<file path="config.mk">
export PLATFORM = sky130hd
export DESIGN_NAME = hid_kbd_event_sched
export DESIGN_NICKNAME = d
export VERILOG_FILES = /design/src/rtl/hid_kbd_event_sched.sv
export SDC_FILE = /design/constraint.sdc
export NUM_CORES = 1
export LEC_CHECK = 0
export ABC_CLOCK_PERIOD_IN_PS = 8400
export CELL_PAD_IN_SITES_DETAIL_PLACEMENT = 2
export CELL_PAD_IN_SITES_GLOBAL_PLACEMENT = 2
export CORE_MARGIN = 10
export CORE_UTILIZATION = 35
export DETAILED_ROUTE_END_ITERATION = 8
export GPL_ROUTABILITY_DRIVEN = 0
export PLACE_DENSITY_LB_ADDON = 0.1
export SLEW_MARGIN = 20
export SYNTH_ARGS = -nofsm -noshare
export SYNTH_HDL_FRONTEND = slang
export SYNTH_SLANG_ARGS = --single-unit
</file>
<file path="constraint.sdc">
create_clock -name clk -period 8.4 [get_ports clk]
set_clock_uncertainty 0.2 [all_clocks]
set_input_delay 2.1 -clock clk [delete_from_list [all_inputs] [get_ports clk]]
set_output_delay 2.1 -clock clk [all_outputs]
set_load 0.02 [all_outputs]
</file>
<file path="src/rtl/hid_kbd_event_sched.sv">
// Turns 8-byte HID boot-keyboard reports into press/release events queued in a show-ahead FIFO.
// Optional macro HID_KBD_ROLLOVER_FILTER_EN: drop ErrorRollOver (byte2 == 8'h01) reports while idle.
module hid_kbd_event_sched #(
    parameter int DEPTH        = 16,
    parameter int REPORT_BYTES = 8
) (
    input  logic                      clk,
    input  logic                      reset_ni,
    input  logic [8*REPORT_BYTES-1:0] usb_report_i,
    input  logic                      usb_report_valid_i,
    output logic [8:0]                event_o,
    output logic                      event_valid_o,
    input  logic                      event_rd_i,
    output logic                      busy_o,
    output logic                      report_drop_o,
    input  logic                      clear_drop_i
);
    localparam int RW = 8 * REPORT_BYTES;
    localparam int AW = $clog2(DEPTH);
    localparam int CW = AW + 1;

    typedef enum logic [2:0] {
        IDLE   = 3'd0,
        MODS   = 3'd1,
        REL    = 3'd2,
        PRESS  = 3'd3,
        COMMIT = 3'd4
    } state_t;

    state_t          state, state_nx;
    logic [2:0]      slot, slot_nx;
    logic [RW-1:0]   new_rpt, prev_rpt;
    logic [8:0]      mem [DEPTH];
    logic [AW-1:0]   wr_ptr, rd_ptr;
    logic [CW-1:0]   count;
    logic            full, empty, push, pop, need_push, stall;
    logic            start, rollover, drop_set;
    logic [8:0]      push_data;
    logic [2:0]      key_byte;
    logic [7:0]      rel_key, press_key;

    function automatic logic key_in(input logic [RW-1:0] rpt, input logic [7:0] k);
        logic hit;
        hit = 1'b0;
        for (int b = 2; b < REPORT_BYTES; b++) begin
            hit = hit | (rpt[8*b +: 8] == k);
        end
        return hit;
    endfunction

`ifdef HID_KBD_ROLLOVER_FILTER_EN
    assign rollover = (usb_report_i[23:16] == 8'h01);
`else
    assign rollover = 1'b0;
`endif

    assign start    = usb_report_valid_i && (state == IDLE) && !rollover;
    assign drop_set = usb_report_valid_i && (state != IDLE);
    assign full     = (count == CW'(DEPTH));
    assign empty    = (count == '0);
    assign stall    = need_push && full;
    assign push     = need_push && !full;
    assign pop      = event_rd_i && !empty;
    assign event_valid_o = !empty;
    assign event_o  = empty ? 9'd0 : mem[rd_ptr];

    // Keycode slots 0..5 map onto report bytes 2..7.
    assign key_byte  = slot + 3'd2;
    assign rel_key   = prev_rpt[{key_byte, 3'b000} +: 8];
    assign press_key = new_rpt[{key_byte, 3'b000} +: 8];

    always_ff @(posedge clk or negedge reset_ni) begin
        if (!reset_ni) begin
            state    <= IDLE;
            slot     <= 3'd0;
            prev_rpt <= '0;
        end else begin
            state <= state_nx;
            slot  <= slot_nx;
            if (state == COMMIT) prev_rpt <= new_rpt;
        end
    end

    always_ff @(posedge clk) begin
        if (start) new_rpt <= usb_report_i;
    end

    always_comb begin
        state_nx = state;
        slot_nx  = slot;
        case (state)
            IDLE: begin
                if (start) begin
                    state_nx = MODS;
                    slot_nx  = 3'd0;
                end
            end
            MODS: begin
                if (!stall) begin
                    if (slot == 3'd7) begin
                        state_nx = REL;
                        slot_nx  = 3'd0;
                    end else begin
                        slot_nx = slot + 3'd1;
                    end
                end
            end
            REL: begin
                if (!stall) begin
                    if (slot == 3'd5) begin
                        state_nx = PRESS;
                        slot_nx  = 3'd0;
                    end else begin
                        slot_nx = slot + 3'd1;
                    end
                end
            end
            PRESS: begin
                if (!stall) begin
                    if (slot == 3'd5) begin
                        state_nx = COMMIT;
                        slot_nx  = 3'd0;
                    end else begin
                        slot_nx = slot + 3'd1;
                    end
                end
            end
            COMMIT:  state_nx = IDLE;
            default: state_nx = IDLE;
        endcase
    end

    always_comb begin
        need_push = 1'b0;
        push_data = 9'd0;
        busy_o    = 1'b0;
        case (state)
            MODS: begin
                busy_o = 1'b1;
                if (new_rpt[slot] != prev_rpt[slot]) begin
                    need_push = 1'b1;
                    push_data = {new_rpt[slot], 8'hE0 + {5'd0, slot}};
                end
            end
            REL: begin
                busy_o = 1'b1;
                if (rel_key != 8'h00 && !key_in(new_rpt, rel_key)) begin
                    need_push = 1'b1;
                    push_data = {1'b0, rel_key};
                end
            end
            PRESS: begin
                busy_o = 1'b1;
                if (press_key != 8'h00 && !key_in(prev_rpt, press_key)) begin
                    need_push = 1'b1;
                    push_data = {1'b1, press_key};
                end
            end
            default: ;
        endcase
    end

    // Event FIFO: full is taken from the registered count, so a pop frees space only next cycle.
    always_ff @(posedge clk or negedge reset_ni) begin
        if (!reset_ni) begin
            wr_ptr <= '0;
            rd_ptr <= '0;
            count  <= '0;
        end else begin
            if (push) wr_ptr <= wr_ptr + 1'b1;
            if (pop)  rd_ptr <= rd_ptr + 1'b1;
            case ({push, pop})
                2'b10:   count <= count + 1'b1;
                2'b01:   count <= count - 1'b1;
                default: ;
            endcase
        end
    end

    always_ff @(posedge clk) begin
        if (push) mem[wr_ptr] <= push_data;
    end

    always_ff @(posedge clk or negedge reset_ni) begin
        if (!reset_ni)         report_drop_o <= 1'b0;
        else if (drop_set)     report_drop_o <= 1'b1;
        else if (clear_drop_i) report_drop_o <= 1'b0;
    end
endmodule

</file>
==> results of run 1 <==
worst max-delay path, stage by stage, from the launching register on:
cell and delay, ns:
sky130_fd_sc_hd__dfrtp_2 0.90, sky130_fd_sc_hd__buf_4 0.47, sky130_fd_sc_hd__mux2i_1 0.13, sky130_fd_sc_hd__a22oi_1 0.67
sky130_fd_sc_hd__nand2_1 0.27, sky130_fd_sc_hd__and2_1 0.25, sky130_fd_sc_hd__a31o_2 0.26, sky130_fd_sc_hd__a2111oi_4 0.28
sky130_fd_sc_hd__nand3_4 0.28, sky130_fd_sc_hd__a31oi_4 0.46, sky130_fd_sc_hd__inv_1 0.13, sky130_fd_sc_hd__ha_1 0.34
sky130_fd_sc_hd__xor2_1 0.20, sky130_fd_sc_hd__ha_1 0.25, sky130_fd_sc_hd__o21ai_0 0.20, sky130_fd_sc_hd__a21oi_1 0.11
sky130_fd_sc_hd__a21oi_1 0.18, sky130_fd_sc_hd__xor2_1 0.20, sky130_fd_sc_hd__nor2_1 0.08, sky130_fd_sc_hd__xor2_1 0.15
cells in the mapped netlist (all sizes together) (6+ instances only):
cell       n
and3      23
a21oi     18
nor2b     15
xor2      57
mux4      69
clkbuf    21
and2      11
nor3       6
nand4      6
mux2i     28
nor4      10
o21ai     10
edfxtp   208
buf       23
mux2      72
xnor2     39
nand3     12
ha        14
a22oi     11
inv       11
nand2     29
nor2      12
o2111ai    8
dfrtp     84
path summary, 6_finish.rpt:
check / end / cells past startpoint / slack (ns) / start
setup / recovery: count[4] / 19 / 2.25 / slot[2]
hold / removal: prev_rpt[11] / 1 / 0.32 / prev_rpt[11]
setup reg to reg: count[4] / 19 / 2.25 / slot[2]
hold reg to reg: prev_rpt[11] / 1 / 0.32 / prev_rpt[11]
max in group asynchronous: rd_ptr[0] / 2 / 5.52 / reset_ni
min in group asynchronous: prev_rpt[35] / 1 / 1.36 / reset_ni
layout make-up:
type / count / share of cell area, %
Clock buffer: 45 / 5.54
Clock inverter: 17 / 0.891
Inverter: 12 / 0.284
Multi-Input combinational cell: 504 / 32.6
Sequential cell: 292 / 51.2
Tap cell: 518 / 3.98
Timing Repair Buffer: 93 / 5.48
power by group:
group          total [mW]  internal (mW)  switching [mW]
registers            2.16           1.90           0.257
clock network        1.40          0.798           0.603
logic                2.09          0.898            1.19
total                5.65           3.60            2.05
sequential cells by signal (all words and copies together) (netlist names):
register / flops
report_drop_o: 1
state: 3
mem: 144
slot: 3
wr_ptr: 4
count: 5
prev_rpt: 64
new_rpt: 64
rd_ptr: 4
cells by family (layout without fill, tap and decap cells):
group	count (synthesis)	in the layout
buf+inv	56	167
simple gates	141	141
mux	169	169
compound gates	84	84
flops	292	292
xor+xnor	96	96
fa+ha+maj	14	14
stage by stage:
| step | worst slack [ns] | hold slack (ns) | area, sq um | util, % | std cells |
|---|---|---|---|---|---|
| floorplan | 2.04 | 0.273 | 13900 | - | 852 |
| global placement | 2.72 | 0.299 | 15200 | 39.0 | 1418 |
| detailed placement | 2.33 | 0.304 | 15200 | 39.0 | 1419 |
| CTS | 2.30 | 0.317 | 16300 | 41.7 | 1481 |
| global route | 1.82 | 0.344 | 16300 | 41.8 | 1481 |
| finish | 2.25 | 0.315 | 16300 | 41.8 | 1481 |
per-layer routing:
| metal | vias up | routed length [um] | global-route usage (%) |
|---|---|---|---|
| met5 | - | 0 | 0 |
| met4 | 0 | 958 | 5.03 |
| met3 | 57 | 1140 | 3.01 |
| met2 | 121 | 22300 | 31.9 |
| met1 | 4209 | 16100 | 19.6 |
| li1 | 3510 | - | - |
==> run_summary.xml, run 1 <==
<?xml version="1.0" encoding="UTF-8"?>
<metrics>
  <group name="logic_synthesis">
    <metric name="postSynthRegisterBits" unit="">292</metric>
    <metric name="fraction_of_the_yosys_area_taken_by_sequential_cells" unit="%">60.0</metric>
    <metric name="netlist_instances" unit="">852</metric>
    <metric name="synth_largest_area_cell" unit="">sky130_fd_sc_hd__edfxtp_1</metric>
    <metric name="synth-xor-area-share" unit="%">6.15</metric>
    <metric name="ys_types" unit="">72</metric>
    <metric name="yosys.area_share.adder" unit="%">1.26</metric>
    <metric name="synth.avg_cell_area" unit="sq um">16.3</metric>
    <metric name="yosys-top-cells-area" unit="">sky130_fd_sc_hd__edfxtp_1 45%, sky130_fd_sc_hd__dfrtp_1 15%, sky130_fd_sc_hd__mux4_2 11%, sky130_fd_sc_hd__mux2_2 5.7%, sky130_fd_sc_hd__xor2_1 3.5%</metric>
    <metric name="synthMuxAreaShare" unit="%">19.9</metric>
    <metric name="synth_top_family_by_area" unit="">multiplexers</metric>
    <metric name="ys_dominant_reg_cell" unit="">sky130_fd_sc_hd__edfxtp_1</metric>
    <metric name="post_synthesis_net_count" unit="">935</metric>
    <metric name="yosysWarnings" unit="">0</metric>
    <metric name="synth_edf_count" unit="">208</metric>
    <metric name="compound_cell_area_share_of_the_yosys_netlist" unit="%">4.80</metric>
    <metric name="proportion_of_synthesized_flip_flops_having_asynchronous_set_or_reset" unit="%">28.8</metric>
    <metric name="synthDominantCellAreaShare" unit="%">44.9</metric>
    <metric name="synthSimpleGateAreaFrac" unit="%">5.80</metric>
    <metric name="synth.cell_area" unit="sq um">13900</metric>
  </group>
  <group name="timing">
    <metric name="rsz_0062_raised_after_global_routing" unit="">no</metric>
    <metric name="maxSlewViolCount" unit="">0</metric>
    <metric name="hold_violations_final" unit="">0</metric>
    <metric name="worst_pin_slew" unit="ns">0.905</metric>
    <metric name="totalNegativeSetupSlack" unit="ns">0</metric>
    <metric name="maxSlewHeadroom" unit="%">39.7</metric>
    <metric name="final_report_setup_violation_count" unit="">0</metric>
    <metric name="layout_worst_path_cycle_share" unit="%">73.2</metric>
    <metric name="period_needed" unit="ns">6.15</metric>
    <metric name="max_freq" unit="MHz">163</metric>
  </group>
  <group name="layout">
    <metric name="antenna-diode-count" unit="">0</metric>
    <metric name="seq_area" unit="sq um">8350</metric>
    <metric name="design.final.nets" unit="">1020</metric>
    <metric name="synthToLayoutAreaGrowth" unit="%">17.2</metric>
    <metric name="final.fill_count" unit="">3751</metric>
    <metric name="fraction_of_layout_instances_using_a_drive_strength_above_1" unit="%">24.6</metric>
    <metric name="layout.cells.most_common_list" unit="">208 x sky130_fd_sc_hd__edfxtp_1, 82 x sky130_fd_sc_hd__dfrtp_1, 79 x sky130_fd_sc_hd__clkdlybuf4s50_1</metric>
    <metric name="multi_input_combinational_cell_area" unit="sq um">5310</metric>
    <metric name="final_common_cell" unit="">sky130_fd_sc_hd__edfxtp_1</metric>
  </group>
  <group name="floorplan">
    <metric name="core_area" unit="sq um">39000</metric>
    <metric name="initial_utilization" unit="%">35.7</metric>
    <metric name="num_io_pins" unit="">81</metric>
    <metric name="die_width" unit="um">219</metric>
    <metric name="fp-row-count" unit="">72</metric>
    <metric name="die_h" unit="um">219</metric>
    <metric name="fp.dieArea" unit="sq um">48100</metric>
  </group>
  <group name="global_route">
    <metric name="grt.overflow.total" unit="">0</metric>
    <metric name="first_pass_grt_wire_length" unit="mm">61.2</metric>
    <metric name="globalRouteTotalUtil" unit="%">17.1</metric>
    <metric name="maximum_number_of_pins_on_one_net_before_global_route_repair" unit="">65</metric>
    <metric name="initial_antenna_violation_count" unit="">0</metric>
    <metric name="vias_in_the_first_global_route" unit="">9160</metric>
  </group>
  <group name="worst_setup_path">
    <metric name="critical_path_required" unit="ns">8.62</metric>
    <metric name="path_max_fanout" unit="">31</metric>
    <metric name="timing.critical_path.arrival" unit="ns">6.37</metric>
    <metric name="timing.critical_path.to_type" unit="">register</metric>
    <metric name="startpoint_type" unit="">register</metric>
    <metric name="worst_setup_path_type" unit="">register to register</metric>
  </group>
  <group name="clocking">
    <metric name="numCtsBuffers" unit="">34</metric>
    <metric name="clock_tree.buffer_depth" unit="">3</metric>
    <metric name="worst_skew_pair.late_latency" unit="ns">0.56</metric>
    <metric name="cts-resized-gates" unit="">0</metric>
    <metric name="clkSlewWorstSetupHoldPaths" unit="ns">0.06</metric>
    <metric name="cts_setup_buffers" unit="">0</metric>
    <metric name="cts_tree" unit="">built</metric>
    <metric name="htree_levels" unit="">2</metric>
    <metric name="numClockSinks" unit="">292</metric>
    <metric name="cts_hold_buf" unit="">0</metric>
    <metric name="cts_root_buffer" unit="">sky130_fd_sc_hd__clkbuf_16</metric>
  </group>
  <group name="routing">
    <metric name="routed_wire_length_per_instance" unit="um">27.4</metric>
    <metric name="route.antenna.remaining_nets" unit="">0</metric>
    <metric name="via_density" unit="">5.33</metric>
    <metric name="drcViolationCount" unit="">0</metric>
    <metric name="dr_total_vias" unit="">7897</metric>
    <metric name="postRouteWirelength" unit="mm">40.5</metric>
    <metric name="detailedRoute.firstIterationViolations" unit="">458</metric>
    <metric name="drtPass1Iterations" unit="">4</metric>
  </group>
  <group name="power">
    <metric name="power" unit="mW">5.65</metric>
    <metric name="power.ir.vdd_worst" unit="V">0.000132</metric>
    <metric name="powerDensity" unit="nW/um^2">347</metric>
    <metric name="power.leakage" unit="nW">5.88</metric>
  </group>
  <group name="placed_design">
    <metric name="numPortBuffers" unit="">80</metric>
    <metric name="detailedPlacementHpwl" unit="mm">28.7</metric>
  </group>
  <group name="min_path">
    <metric name="hp-class" unit="">register to register</metric>
  </group>
  <group name="run_status">
    <metric name="status" unit="">completed</metric>
  </group>
  <group name="flow_run">
    <metric name="cap_violations" unit="">0</metric>
  </group>
</metrics>
(Power assumes the default switching activity.)
==> run 2, diff against run 1 <==
--- a/config.mk
+++ b/config.mk
@@ -5,7 +5,7 @@
 export SDC_FILE = /design/constraint.sdc
 export NUM_CORES = 1
 export LEC_CHECK = 0
-export ABC_CLOCK_PERIOD_IN_PS = 8400
+export ABC_CLOCK_PERIOD_IN_PS = 6000
 export CELL_PAD_IN_SITES_DETAIL_PLACEMENT = 2
 export CELL_PAD_IN_SITES_GLOBAL_PLACEMENT = 2
 export CORE_MARGIN = 10
==> constraint.sdc (replaced) <==
create_clock -name clk -period 6 [get_ports clk]
set_clock_uncertainty 0.2 [all_clocks]
set_input_delay 1.5 -clock clk [delete_from_list [all_inputs] [get_ports clk]]
set_output_delay 1.5 -clock clk [all_outputs]
set_load 0.02 [all_outputs]
==> run 2 against run 1 <==
Net effect: combinational power rose by 40%; largest cell class unchanged; clock power rose by 36%; non-clock buffer count rose by 8; sequential cell count did not move; clock-buffer cell count rose by 1; wire length fell by 1.8%; highest routed layer unchanged; worst hold slack got worse by 0.0086 ns; setup slack got worse by 1.7 ns; critical path depth did not move.
==> run_summary.xml, run 2 (synthesized netlist as in run 1, its figures left out) <==
<?xml version="1.0" encoding="UTF-8"?>
<metrics>
  <group name="clocking">
    <metric name="worst_skew_pair.late_latency" unit="ns">0.55</metric>
    <metric name="cts_hold_buf" unit="">0</metric>
    <metric name="clkSlewWorstSetupHoldPaths" unit="ns">0.06</metric>
    <metric name="cts_root_buffer" unit="">sky130_fd_sc_hd__clkbuf_16</metric>
    <metric name="cts-resized-gates" unit="">0</metric>
    <metric name="htree_levels" unit="">2</metric>
    <metric name="clock_tree.buffer_depth" unit="">3</metric>
    <metric name="cts_tree" unit="">built</metric>
    <metric name="numCtsBuffers" unit="">34</metric>
    <metric name="cts_setup_buffers" unit="">0</metric>
    <metric name="numClockSinks" unit="">292</metric>
  </group>
  <group name="min_path">
    <metric name="worstHoldEndpoint" unit="">prev_rpt[9]</metric>
    <metric name="hold-path-cell-count" unit="">1</metric>
    <metric name="worst_min_path_start" unit="">prev_rpt[9]</metric>
    <metric name="hp-class" unit="">register to register</metric>
  </group>
  <group name="worst_setup_path">
    <metric name="timing.critical_path.to_type" unit="">register</metric>
    <metric name="critPathSlowestCell" unit="">sky130_fd_sc_hd__dfrtp_1</metric>
    <metric name="critical_path_required" unit="ns">6.23</metric>
    <metric name="reg2reg_depth" unit="">19</metric>
    <metric name="timing.critical_path.arrival" unit="ns">5.70</metric>
    <metric name="r2r-end" unit="">count[4]</metric>
    <metric name="worst_setup_path_type" unit="">register to register</metric>
    <metric name="r2r_start" unit="">slot[1]</metric>
    <metric name="critical-path-max-stage-delay" unit="ns">0.72</metric>
    <metric name="path_max_fanout" unit="">19</metric>
    <metric name="startpoint_type" unit="">register</metric>
    <metric name="path_cells" unit="">buf_12 &gt; mux4_2 &gt; mux2i_4 &gt; xor2_1 &gt; o2111ai_1 &gt; nor4_1 &gt; a22oi_1 &gt; nand3_4 &gt; a31oi_4 &gt; inv_1 &gt; ha_1 &gt; xor2_1 &gt; ha_1 &gt; o21ai_0 &gt; a21oi_1 &gt; a21oi_1 &gt; xor2_1 &gt; nor2_1 &gt; xor2_1</metric>
    <metric name="path_common_cell" unit="">sky130_fd_sc_hd__xor2_1</metric>
    <metric name="ff2ff_setup_slack" unit="ns">0.53</metric>
  </group>
  <group name="placed_design">
    <metric name="numPortBuffers" unit="">80</metric>
    <metric name="preCtsSetupSlack" unit="ns">0.615</metric>
    <metric name="dpl_cells" unit="">1427</metric>
    <metric name="detailedPlacementHpwl" unit="mm">29.0</metric>
  </group>
  <group name="global_route">
    <metric name="first_pass_grt_wire_length" unit="mm">59.5</metric>
    <metric name="maximum_number_of_pins_on_one_net_before_global_route_repair" unit="">65</metric>
    <metric name="grt.overflow.total" unit="">0</metric>
    <metric name="initial_antenna_violation_count" unit="">0</metric>
    <metric name="vias_in_the_first_global_route" unit="">8923</metric>
    <metric name="globalRouteTotalUtil" unit="%">16.7</metric>
  </group>
  <group name="routing">
    <metric name="drtPass1Iterations" unit="">4</metric>
    <metric name="postRouteWirelength" unit="mm">39.8</metric>
    <metric name="route.antenna.remaining_nets" unit="">0</metric>
    <metric name="via_density" unit="">5.32</metric>
    <metric name="dr_total_vias" unit="">7911</metric>
    <metric name="detailedRoute.firstIterationViolations" unit="">348</metric>
    <metric name="routed_wire_length_per_instance" unit="um">26.7</metric>
    <metric name="drcViolationCount" unit="">0</metric>
  </group>
  <group name="flow_run">
    <metric name="cap_violations" unit="">0</metric>
  </group>
  <group name="run_status">
    <metric name="status" unit="">completed</metric>
  </group>
  <group name="floorplan">
    <metric name="die_h" unit="um">219</metric>
    <metric name="num_io_pins" unit="">81</metric>
    <metric name="initial_utilization" unit="%">35.7</metric>
    <metric name="fp-row-count" unit="">72</metric>
    <metric name="die_width" unit="um">219</metric>
    <metric name="core_area" unit="sq um">39000</metric>
    <metric name="fp.dieArea" unit="sq um">48100</metric>
  </group>
  <group name="layout">
    <metric name="max_flop_register" unit="">mem</metric>
    <metric name="largest_register_ffs" unit="">144</metric>
    <metric name="final_cells" unit="">1488</metric>
    <metric name="fraction_of_layout_instances_using_a_drive_strength_above_1" unit="%">24.8</metric>
    <metric name="final.fill_count" unit="">3714</metric>
    <metric name="antenna-diode-count" unit="">0</metric>
    <metric name="layout.cells.most_common_list" unit="">208 x sky130_fd_sc_hd__edfxtp_1, 82 x sky130_fd_sc_hd__dfrtp_1, 79 x sky130_fd_sc_hd__clkdlybuf4s50_1</metric>
    <metric name="largestRegisters" unit="">mem x144, new_rpt x64, prev_rpt x64</metric>
    <metric name="multi_input_combinational_cell_area" unit="sq um">5290</metric>
    <metric name="synthToLayoutAreaGrowth" unit="%">17.3</metric>
    <metric name="design.final.nets" unit="">1028</metric>
    <metric name="final_common_cell" unit="">sky130_fd_sc_hd__edfxtp_1</metric>
    <metric name="seq_area" unit="sq um">8350</metric>
  </group>
  <group name="timing">
    <metric name="maxSlewHeadroom" unit="%">31.8</metric>
    <metric name="finalHoldWorstSlack" unit="ns">0.306</metric>
    <metric name="final.setup.worst_slack" unit="ns">0.531</metric>
    <metric name="totalNegativeSetupSlack" unit="ns">0</metric>
    <metric name="final_report_setup_violation_count" unit="">0</metric>
    <metric name="worst_pin_slew" unit="ns">1.02</metric>
    <metric name="layout_worst_path_cycle_share" unit="%">91.2</metric>
    <metric name="hold_violations_final" unit="">0</metric>
    <metric name="max_freq" unit="MHz">183</metric>
    <metric name="maxSlewViolCount" unit="">0</metric>
    <metric name="period_needed" unit="ns">5.47</metric>
    <metric name="rsz_0062_raised_after_global_routing" unit="">no</metric>
  </group>
  <group name="power">
    <metric name="share_comb_of_total_power" unit="%">37.2</metric>
    <metric name="p_sw_share" unit="%">36.2</metric>
    <metric name="powerDensity" unit="nW/um^2">483</metric>
    <metric name="internal_power" unit="mW">5.03</metric>
    <metric name="power.leakage" unit="nW">5.91</metric>
    <metric name="power.ir.vdd_worst" unit="V">0.000234</metric>
    <metric name="total_switching_power" unit="mW">2.85</metric>
    <metric name="share_clk_of_total_power" unit="%">24.2</metric>
    <metric name="flop_pwr_share" unit="%">38.6</metric>
  </group>
</metrics>
-- run 2: cell types whose count changed in the layout (fill, tap and decap cells not counted), moves of 2 or more --
| cell | delta |
|---|---|
| sky130_fd_sc_hd__clkinv_1 | -2 |
| sky130_fd_sc_hd__buf_4 | +7 |
| sky130_fd_sc_hd__buf_12 | +2 |
| sky130_fd_sc_hd__clkbuf_1 | +2 |
| sky130_fd_sc_hd__o22ai_1 | +2 |
| sky130_fd_sc_hd__clkinv_2 | +2 |
| sky130_fd_sc_hd__o22ai_2 | -2 |
-- run 2: layout make-up --
type | count | area share, %
multi-input combinational | 504 | 32.4
inverter | 12 | 0.284
tap | 518 | 3.97
timing repair buffer | 101 | 6.01
clock inverter | 15 | 0.659
sequential | 292 | 51.2
clock buffer | 46 | 5.49
-- run 2: routing by layer --
metal	GRT usage (%)	wire length (um)	up-vias
li1	-	-	3514
met1	19.5	16300	4180
met2	29.9	21000	152
met3	2.65	1210	65
met4	6.46	1250	0
met5	0	0	-
-- run 2: worst max-delay path by stage --
stage	cells past startpoint	start	end
after CTS	19	slot[1]	count[4]
final	19	slot[1]	count[4]
after detailed placement	19	slot[1]	count[4]
after global routing	19	slot[1]	count[4]
after floorplan	1	usb_report_valid_i	new_rpt[0]
after global placement	19	slot[1]	count[4]
-- run 2: power by group through the flow --
stage	clock network [mW]	registers, mW	logic [mW]
CTS	1.97	3.05	2.98
global placement	0	3.07	2.87
floorplan	0	2.85	2.12
global route	2.05	3.09	3.18
finish	1.91	3.04	2.93
detailed placement	0	3.09	2.97
-- run 2: stage by stage --
step / area (sq um) / utilization, % / power [mW]
2_1_floorplan: 13900 / - / 4.96
3_3_place_gp: 15300 / 39.2 / 5.94
3_5_place_dp: 15300 / 39.2 / 6.06
4_1_cts: 16300 / 41.8 / 8.01
5_1_grt: 16300 / 41.8 / 8.31
6_report: 16300 / 41.8 / 7.88
-- run 2: worst max-delay path: cells and delay by family, from the launching register on --
kind            cells  cell delay, ns
xor+xnor            4            0.74
simple gates        3            0.72
compound gates      6            1.01
buf+inv             2            0.37
flops               1            0.72
mux                 2            0.93
fa+ha+maj           2            0.61
